## src/rtl/rast_tri_queue_pkg.sv

```systemverilog
// rast_tri_queue_pkg
//   Shared parameters and types for the rast triangle input queue.
//   Defines the fixed-point vertex, triangle and colour types used on both
//   the upstream (setup) side and the rast R10 side, plus one queue entry.
//   Optional feature macro used by the queue: RAST_TRI_QUEUE_CULL_EN.
package rast_tri_queue_pkg;

    localparam int unsigned SIGFIG     = 24;  // bits per coordinate/colour value
    localparam int unsigned RADIX      = 10;  // fraction bits
    localparam int unsigned VERTS      = 3;   // vertices per triangle
    localparam int unsigned AXIS       = 3;   // x, y, z
    localparam int unsigned COLORS     = 3;   // colour channels
    localparam int unsigned TRIQ_DEPTH = 4;   // default queue depth

    // Axis indices within a vertex
    localparam int unsigned AX_X = 0;
    localparam int unsigned AX_Y = 1;
    localparam int unsigned AX_Z = 2;

    // Signed area width: two SIGFIG+1 differences multiplied, then one
    // subtraction, so one guard bit above the product width.
    localparam int unsigned AREA_W = 2 * SIGFIG + 3;

    typedef logic signed [SIGFIG-1:0]           vert_t;
    typedef vert_t [VERTS-1:0][AXIS-1:0]        tri_t;
    typedef logic [COLORS-1:0][SIGFIG-1:0]      color_t;

    typedef struct packed {
        tri_t   tri_v;
        color_t color;
    } entry_t;

endpackage

```

## src/rtl/rast_tri_queue_if.sv

```systemverilog
// rast_tri_queue_if
//   Handshake bundle around the triangle queue.
//   Upstream side : tri_in_S, color_in_U, in_valid (to queue), in_ready (from queue)
//   rast side     : tri_R10S, color_R10U, validTri_R10H (from queue),
//                   halt_RnnnnL (to queue, 0 = rast stalled)
//   modport slave  : the queue itself
//   modport master : the environment driving upstream data and rast halt
interface rast_tri_queue_if;
    import rast_tri_queue_pkg::*;

    tri_t   tri_in_S;
    color_t color_in_U;
    logic   in_valid;
    logic   in_ready;

    tri_t   tri_R10S;
    color_t color_R10U;
    logic   validTri_R10H;
    logic   halt_RnnnnL;

    modport slave (
        input  tri_in_S, color_in_U, in_valid, halt_RnnnnL,
        output in_ready, tri_R10S, color_R10U, validTri_R10H
    );

    modport master (
        output tri_in_S, color_in_U, in_valid, halt_RnnnnL,
        input  in_ready, tri_R10S, color_R10U, validTri_R10H
    );

endinterface

```

## src/rtl/rast_tri_queue_area_cull.sv

```systemverilog
// tri_area_cull
//   Combinational back-face / degenerate test for an incoming triangle.
//   Computes A = (x1-x0)*(y2-y0) - (x2-x0)*(y1-y0) at full precision and
//   flags cull when A <= 0. Only used when RAST_TRI_QUEUE_CULL_EN is defined.
//   Ports:
//     tri_in : triangle vertices (z ignored)
//     cull   : 1 = triangle is back-facing or collinear
module tri_area_cull
    import rast_tri_queue_pkg::*;
(
    input  tri_t tri_in,
    output logic cull
);

    logic signed [SIGFIG:0]   x0, y0, x1, y1, x2, y2;
    logic signed [SIGFIG:0]   dx1, dy1, dx2, dy2;
    logic signed [AREA_W-1:0] area;
    logic                     unused_z;

    // Sign-extend by one bit so the differences cannot overflow.
    always_comb begin
        x0  = {tri_in[0][AX_X][SIGFIG-1], tri_in[0][AX_X]};
        y0  = {tri_in[0][AX_Y][SIGFIG-1], tri_in[0][AX_Y]};
        x1  = {tri_in[1][AX_X][SIGFIG-1], tri_in[1][AX_X]};
        y1  = {tri_in[1][AX_Y][SIGFIG-1], tri_in[1][AX_Y]};
        x2  = {tri_in[2][AX_X][SIGFIG-1], tri_in[2][AX_X]};
        y2  = {tri_in[2][AX_Y][SIGFIG-1], tri_in[2][AX_Y]};
        dx1 = x1 - x0;
        dy1 = y1 - y0;
        dx2 = x2 - x0;
        dy2 = y2 - y0;
        area = AREA_W'(dx1) * AREA_W'(dy2) - AREA_W'(dx2) * AREA_W'(dy1);
        cull = area[AREA_W-1] | (area == '0);
    end

    assign unused_z = ^{tri_in[0][AX_Z], tri_in[1][AX_Z], tri_in[2][AX_Z]};

endmodule

```

## src/rtl/rast_tri_queue.sv

```systemverilog
// rast_tri_queue
//   Triangle FIFO directly upstream of rast. Accepts triangles on a
//   valid/ready handshake, holds up to DEPTH of them and presents the head
//   entry on rast's R10 inputs. The head advances only when rast is not
//   halted (halt_RnnnnL = 1) while validTri_R10H is high.
//   Ports:
//     clk, rst     : clock, synchronous active-high reset
//     q (slave)    : upstream data/valid/ready and rast R10 data/valid/halt
//     occupancy_U  : number of entries held
//     cull_cnt_U   : saturating count of culled triangles
//   Optional feature: define RAST_TRI_QUEUE_CULL_EN to drop back-facing and
//   degenerate triangles at the input (handshaken but not stored).
module rast_tri_queue
    import rast_tri_queue_pkg::*;
#(
    parameter int unsigned SIGFIG = rast_tri_queue_pkg::SIGFIG,
    parameter int unsigned RADIX  = rast_tri_queue_pkg::RADIX,
    parameter int unsigned VERTS  = rast_tri_queue_pkg::VERTS,
    parameter int unsigned AXIS   = rast_tri_queue_pkg::AXIS,
    parameter int unsigned COLORS = rast_tri_queue_pkg::COLORS,
    parameter int unsigned DEPTH  = rast_tri_queue_pkg::TRIQ_DEPTH
) (
    input  logic                     clk,
    input  logic                     rst,
    rast_tri_queue_if.slave          q,
    output logic [$clog2(DEPTH):0]   occupancy_U,
    output logic [15:0]              cull_cnt_U
);

    localparam int unsigned PW = $clog2(DEPTH);
    // Geometry is carried by the package types; these are kept for
    // interface compatibility with existing instantiations.
    localparam int unsigned unused_cfg = SIGFIG + RADIX + VERTS + AXIS + COLORS;

    entry_t        mem [DEPTH];
    logic [PW-1:0] rd_ptr;
    logic [PW-1:0] wr_ptr;
    logic [PW:0]   occ;
    entry_t        head;
    logic          cull;
    logic          fire;
    logic          push;
    logic          pop;

    // Ready from registered occupancy only; no path from halt_RnnnnL.
    assign q.in_ready      = (occ != (PW+1)'(DEPTH));
    assign q.validTri_R10H = (occ != '0);
    assign fire            = q.in_valid & q.in_ready;
    assign push            = fire & ~cull;
    assign pop             = q.validTri_R10H & q.halt_RnnnnL;
    assign occupancy_U     = occ;

`ifdef RAST_TRI_QUEUE_CULL_EN
    logic [15:0] cull_cnt;

    tri_area_cull u_cull (
        .tri_in (q.tri_in_S),
        .cull   (cull)
    );

    always_ff @(posedge clk) begin
        if (rst) begin
            cull_cnt <= '0;
        end else if (fire && cull && (cull_cnt != '1)) begin
            cull_cnt <= cull_cnt + 16'd1;
        end
    end

    assign cull_cnt_U = cull_cnt;
`else
    assign cull       = 1'b0;
    assign cull_cnt_U = '0;
`endif

    always_ff @(posedge clk) begin
        if (rst) begin
            rd_ptr <= '0;
            wr_ptr <= '0;
            occ    <= '0;
        end else begin
            if (push) begin
                wr_ptr <= wr_ptr + 1'b1;
            end
            if (pop) begin
                rd_ptr <= rd_ptr + 1'b1;
            end
            if (push && !pop) begin
                occ <= occ + 1'b1;
            end else if (pop && !push) begin
                occ <= occ - 1'b1;
            end
        end
    end

    // Storage needs no reset: reads are masked to zero while empty.
    always_ff @(posedge clk) begin
        if (!rst && push) begin
            mem[wr_ptr] <= '{tri_v: q.tri_in_S, color: q.color_in_U};
        end
    end

    always_comb begin
        head = '0;
        if (q.validTri_R10H) begin
            head = mem[rd_ptr];
        end
    end

    assign q.tri_R10S   = head.tri_v;
    assign q.color_R10U = head.color;

endmodule

```

## src/flat_wrapper.sv

```systemverilog
// flat-port wrapper written by rule: the top's interface ports become plain ports
module rast_tri_queue_flat import rast_tri_queue_pkg::*;
#(
    parameter int unsigned SIGFIG = rast_tri_queue_pkg::SIGFIG,
    parameter int unsigned RADIX  = rast_tri_queue_pkg::RADIX,
    parameter int unsigned VERTS  = rast_tri_queue_pkg::VERTS,
    parameter int unsigned AXIS   = rast_tri_queue_pkg::AXIS,
    parameter int unsigned COLORS = rast_tri_queue_pkg::COLORS,
    parameter int unsigned DEPTH  = rast_tri_queue_pkg::TRIQ_DEPTH
)
  (clk, rst, occupancy_U, cull_cnt_U, q_tri_in_S, q_color_in_U, q_in_valid, q_halt_RnnnnL, q_in_ready, q_tri_R10S, q_color_R10U, q_validTri_R10H);
  rast_tri_queue_if q_i ();
  input  logic clk;
  input  logic rst;
  output logic [$clog2(DEPTH):0] occupancy_U;
  output logic [15:0] cull_cnt_U;
  input wire logic [$bits(q_i.tri_in_S)-1:0] q_tri_in_S;
  input wire logic [$bits(q_i.color_in_U)-1:0] q_color_in_U;
  input wire logic [$bits(q_i.in_valid)-1:0] q_in_valid;
  input wire logic [$bits(q_i.halt_RnnnnL)-1:0] q_halt_RnnnnL;
  output wire logic [$bits(q_i.in_ready)-1:0] q_in_ready;
  output wire logic [$bits(q_i.tri_R10S)-1:0] q_tri_R10S;
  output wire logic [$bits(q_i.color_R10U)-1:0] q_color_R10U;
  output wire logic [$bits(q_i.validTri_R10H)-1:0] q_validTri_R10H;
  assign q_i.tri_in_S = q_tri_in_S;
  assign q_i.color_in_U = q_color_in_U;
  assign q_i.in_valid = q_in_valid;
  assign q_i.halt_RnnnnL = q_halt_RnnnnL;
  assign q_in_ready = q_i.in_ready;
  assign q_tri_R10S = q_i.tri_R10S;
  assign q_color_R10U = q_i.color_R10U;
  assign q_validTri_R10H = q_i.validTri_R10H;
  rast_tri_queue #(.SIGFIG(SIGFIG), .RADIX(RADIX), .VERTS(VERTS), .AXIS(AXIS), .COLORS(COLORS), .DEPTH(DEPTH)) u_core (.clk(clk), .rst(rst), .q(q_i), .occupancy_U(occupancy_U), .cull_cnt_U(cull_cnt_U));
endmodule
```

## config.mk

```make
export PLATFORM = sky130hd
export DESIGN_NAME = rast_tri_queue_flat
export DESIGN_NICKNAME = d
export VERILOG_FILES = /design/src/rtl/rast_tri_queue_pkg.sv /design/src/rtl/rast_tri_queue_if.sv /design/src/rtl/rast_tri_queue_area_cull.sv /design/src/rtl/rast_tri_queue.sv /design/src/flat_wrapper.sv
export SDC_FILE = /design/constraint.sdc
export NUM_CORES = 1
export LEC_CHECK = 0
export CORE_UTILIZATION = 50
export CTS_BUF_LIST = sky130_fd_sc_hd__clkbuf_8 sky130_fd_sc_hd__clkbuf_16
export DETAILED_ROUTE_END_ITERATION = 8
export PLACE_DENSITY = 0.72
export SETUP_SLACK_MARGIN = 0.1
export SKIP_LAST_GASP = 1
export SLEW_MARGIN = 10
export SYNTH_ARGS = -nofsm -noshare
export SYNTH_HDL_FRONTEND = slang
export SYNTH_SLANG_ARGS = --single-unit
export TNS_END_PERCENT = 5
```

## constraint.sdc

```tcl
create_clock -name clk -period 81.7 [get_ports clk]
set_clock_uncertainty 0.2 [all_clocks]
set_input_delay 12.255 -clock clk [delete_from_list [all_inputs] [get_ports clk]]
set_output_delay 12.255 -clock clk [all_outputs]
set_load 0.05 [all_outputs]
```

### Word level (Yosys, flattened, before mapping)

Memories as Yosys holds them, arrays and structs flattened. A register that Yosys moved wholly into a read port is not among the register bits.
Index checks and enable logic that the tools add are counted.

* register bits after elaboration: 7
* memory bits (writable): 1152
* input port bits: 292
* output and inout port bits: 309
* memories: 1

* add/sub/neg operators: 4
* eq/ne operators: 1
* multiplexer cells: 7
* bitwise operators: 2
* reduce and logical (&&, ||, !) cells: 8

Memory list
* u_core.mem: words 4, width 288, rd ports 1, clocked after memory_dff 1, write ports 1, line rast_tri_queue.sv:35 `entry_t mem [DEPTH];`

Operators by type and width (number)
* $mux 288: 1
* $mux 3: 2
* $add 2x1->2 const B: 2
* $mux 2: 2
* $add 3x1->3 const B: 1
* $logic_and 1x1->1: 3
* $logic_not 1->1: 3
* $ne 3x3->1 const B: 1
* $reduce_bool 3->1: 1
* $sub 3x1->3 const B: 1
* $and 1x1->1: 2
* $mux 1: 2
* $reduce_bool 2->1: 1

### Longest topological paths before layout

* depth in word-level cells: 6
* gate-level depth with buffers: 9
* gate-level depth less buffers: 9

### Worst setup path after synthesis

No wires, ideal clock.

* path kind: input port to flip-flop
* from: in rst
* to: mem u_core.mem[0][0] in the netlist's numbering, enable pin
* setup time: 1.349 ns
* data arrival time: 33.308 ns
* required time: 80.151 ns
* setup slack: 46.843 ns
* cell stages on the path: 2
* buffers on the path: 1
* cells stage by stage: clkbuf_1 nor3b_1

* word-level cells in the longest chain between the ends: 4

RTL lines
* from (decl): line flat_wrapper.sv:14 `input logic rst;`
* $logic_not 1->1: line rast_tri_queue.sv:97 `if (!rst && push) begin`
* $logic_and 1x1->1: line rast_tri_queue.sv:97
* $mux 1: line rast_tri_queue.sv:97
* $mux 1 (implied by the code): line rast_tri_queue.sv:98 `mem[wr_ptr] <= '{tri_v: q.tri_in_S, color: q.color_in_U};`
* to (decl): line rast_tri_queue.sv:35

No other way between the ends.

==> load_flow_metrics.sql <==
INSERT INTO impl_metrics (metric_group, metric, value, unit) VALUES
('detailed_routing', 'ant_nets', '0', ''),
('logic_synthesis', 'synthMuxAreaShare', '0.148', ''),
('clock_network', 'clkLatencyLatePin', '620', 'ps'),
('logic_synthesis', 'synth.ff_latch_count', '1161', ''),
('worst_setup_path', 'critical_path.endpoint_type', 'output pin', ''),
('clock_network', 'cts.htree.levels', '3', ''),
('worst_setup_path', 'timing.critical_path.arrival', '5580', 'ps'),
('detailed_routing', 'drc', '0', ''),
('sta', 'fin_crit', '18030', 'ps'),
('detailed_routing', 'detailedRoute.firstIterationViolations', '1353', ''),
('power_and_ir_drop', 'leakage_power', '17.3', 'nW'),
('sta', 'timing.hold.ws', '328', 'ps'),
('detailed_routing', 'drt_first_pass_iters', '5', ''),
('clock_network', 'clock_tree_from_tritoncts', 'done', ''),
('worst_setup_path', 'crit_slowest_cell', 'buf_4', ''),
('worst_setup_path', 'required', '69250', 'ps'),
('power_and_ir_drop', 'design_power_total', '2.03', 'mW'),
('worst_setup_path', 'path_common_cell', 'buf_4', ''),
('logic_synthesis', 'mapped_area', '44100', 'um2'),
('grt', 'grt-ovfl-total', '0', ''),
('clock_network', 'cts_post_setup_buffers_inserted', '0', ''),
('die', 'floorplan.initialDensity', '0.506', ''),
('clock_network', 'clkTransAtPathRegs', '60', 'ps'),
('detailed_routing', 'route.vias.total', '20900', ''),
('detailed_routing', 'avgRoutedWirePerCell', '25.2', 'um'),
('worst_setup_path', 'buffers_plus_inverters_on_the_worst_setup_path', '4', ''),
('grt', 'first_global_vias', '22100', ''),
('die', 'die_area', '89300', 'um2'),
('sta', 'grt_setup_unrepaired', 'no', ''),
('worst_setup_path', 'cp_cell_sequence', 'buf_4, buf_4, buf_4, mux4_2, and2_1, clkdlybuf4s50_1', ''),
('worst_setup_path', 'critical_path.startpoint_type', 'flip-flop', ''),
('worst_setup_path', 'worst-path-max-fanout', '45', ''),
('die', 'floorplan.die.height', '299', 'um'),
('logic_synthesis', 'yosys.area_share.xor_xnor', '0.000795', ''),
('logic_synthesis', 'post_synth_inst_count', '1889', ''),
('placed_design', 'place_worst_setup_slack', '64060', 'ps'),
('die', 'core.rowCount', '108', ''),
('worst_setup_path', 'critical-path-top-delay-family', 'buffers and inverters', ''),
('cells_and_area', 'fillCellCount', '5890', ''),
('power_and_ir_drop', 'p_per_area', '37.2', 'nW/um2'),
('placed_design', 'placement.io_buffers', '584', ''),
('sta', 'hold_viol_final', '0', ''),
('grt', 'grt.total_usage', '0.212', ''),
('die', 'floorplan.io_pins', '601', ''),
('worst_setup_path', 'critPathMaxStageDelay', '860', 'ps'),
('sta', 'max_slew.worst_pin.slew', '1100', 'ps'),
('logic_synthesis', 'post_synth_num_cell_types', '26', ''),
('sta', 'setup-violations-final', '0', ''),
('sta', 'period_share', '0.221', ''),
('sta', 'timing.slew.headroom', '0.267', ''),
('cells_and_area', 'layout.core_utilization', '0.628', ''),
('run_status', 'run_status', 'finished, final reports clean', ''),
('die', 'floorplan.core_area', '87000', 'um2'),
('worst_hold_path', 'timing.hold.worst.class', 'flip-flop to flip-flop', ''),
('run', 'drv.max_cap_violation_count', '0', ''),
('clock_network', 'cts-buffers-inserted', '115', ''),
('power_and_ir_drop', 'ir_worst_vdd', '0.0319', 'mV'),
('grt', 'grt_antenna_before_repair', '27', ''),
('die', 'dieWidth', '299', 'um'),
('clock_network', 'ctsLongestPathBuffers', '3', ''),
('placed_design', 'dp_hpwl', '57600', 'um'),
('logic_synthesis', 'synthAdderAreaFrac', '0.00187', ''),
('logic_synthesis', 'synth_top_family_by_area', 'multiplexers', ''),
('grt', 'grt_pass1_wl', '141000', 'um'),
('clock_network', 'ctsHoldBuffers', '0', ''),
('logic_synthesis', 'fraction_of_the_mapped_netlist_area_in_compound_gates', '0.000596', ''),
('worst_setup_path', 'worstSetupPathType', 'flip-flop to output pin', ''),
('logic_synthesis', 'syn_avg_cell_area', '23.3', 'um2'),
('placed_design', 'globalplace.congestion', '0.759', ''),
('logic_synthesis', 'ys_seq_area_frac', '0.789', ''),
('logic_synthesis', 'yosys_warnings', '0', '');
==> Yosys cell counts <==
cell	n	area, um2
or3b_1	1	8.76
ha_1	5	62.6
clkbuf_1	40	150
dfxtp_1	9	180
a21oi_1	1	5.00
and2_1	288	1800
nand2_1	1	3.75
inv_1	3	11.3
mux2_2	1	11.3
nand2b_1	2	12.5
xor2_1	4	35.0
nor2_1	7	26.3
fa_1	1	20.0
buf_4	16	120
edfxtp_1	1152	34600
conb_1	1	3.75
inv_2	1	3.75
mux2i_1	2	20.0
o21ai_0	1	5.00
o311ai_0	1	8.76
mux4_2	288	6490
buf_6	26	293
buf_2	31	155
or3_1	2	12.5
nor3b_1	4	30.0
o31ai_1	1	7.51
==> kinds of logic (layout without fill, tap and decap cells) <==
logic type,after synthesis,after routing
AND/OR/NAND/NOR,305,305
XOR/XNOR,4,4
buffers and inverters,117,832
AO/OA/AOI/OAI,4,4
adder cells (fa/ha/maj),6,6
flip-flops,1161,1161
other,1,32
multiplexers,291,291
==> per-layer routing <==
metal  track usage  wire length, um  share of wire  up-vias
met5             0              151         0.0016        -
met4        0.0737             2680          0.028       26
met3        0.0638             7570          0.079      169
met2         0.354            48900           0.51      684
met1         0.265            36200           0.38    11000
li1              -                -              -     9030
==> placed cells by master (no fill, tap or decap), drive strengths merged, types with 2 or more instances in the layout <==
cell type and n:
or3 2, bufinv 6, nor3b 4, clkbuf 120
conb 16, nand2b 2, nor2 7, mux2i 2
clkinv 52, clkinvlp 3, dfxtp 9, inv 34
and2 288, xor2 4, clkdlybuf4s50 584, ha 5
edfxtp 1152, mux4 288, diode 16, buf 33
==> sequential cells by signal (all words and copies together), names as in the netlist, named ones only <==
name	count
u_core.mem	1152
u_core.rd_ptr	2
u_core.wr_ptr	2
u_core.occupancy_U	3
==> worst register-to-register path: stages (launching register included) <==
cell and delay, ps:
dfxtp_1 470, or3b_1 180, nand2_1 190, nor3b_2 220
buf_4 640, buf_4 820, buf_4 1030, buf_4 980
==> cell type report <==
| cell class | count | area [um2] | area share |
|---|---|---|---|
| Sequential cell | 1161 | 34800 | 0.636 |
| Multi-Input combinational cell | 626 | 8640 | 0.158 |
| Timing Repair Buffer | 617 | 6090 | 0.112 |
| Clock buffer | 120 | 2980 | 0.0545 |
| Tap cell | 1155 | 1450 | 0.0264 |
| Clock inverter | 91 | 649 | 0.0119 |
| Antenna cell | 16 | 40.0 | 0.000733 |
| Inverter | 4 | 15.0 | 0.000275 |
==> power breakdown <==
part           total [mW]  internal, mW  switching [mW]
Sequential          0.705         0.692          0.0133
Combinational       0.833         0.294           0.539
Clock               0.496         0.282           0.215
==> worst paths after layout <==
| path | endpoint | start | slack, ps | cells past startpoint |
|---|---|---|---|---|
| min | u_core.wr_ptr[1]$_SDFFE_PP0P_ | u_core.wr_ptr[1]$_SDFFE_PP0P_ | 330 | 2 |
| min reg2reg | u_core.wr_ptr[1]$_SDFFE_PP0P_ | u_core.wr_ptr[1]$_SDFFE_PP0P_ | 330 | 2 |
| max reg2reg | u_core.mem[1][14]$_DFFE_PP_ | u_core.occupancy_U[0]$_SDFFE_PP0P_ | 76530 | 7 |
| max | q_tri_R10S[108] | flip-flop | 63670 | 6 |
==> through the flow <==
step	instance area, um2	std cells
floorplan	44100	1904
global placement	51000	3563
detailed placement	51000	3563
CTS	54600	3774
global route	54600	3786
finish	54600	3790
Power figures use the tool's default switching activity.
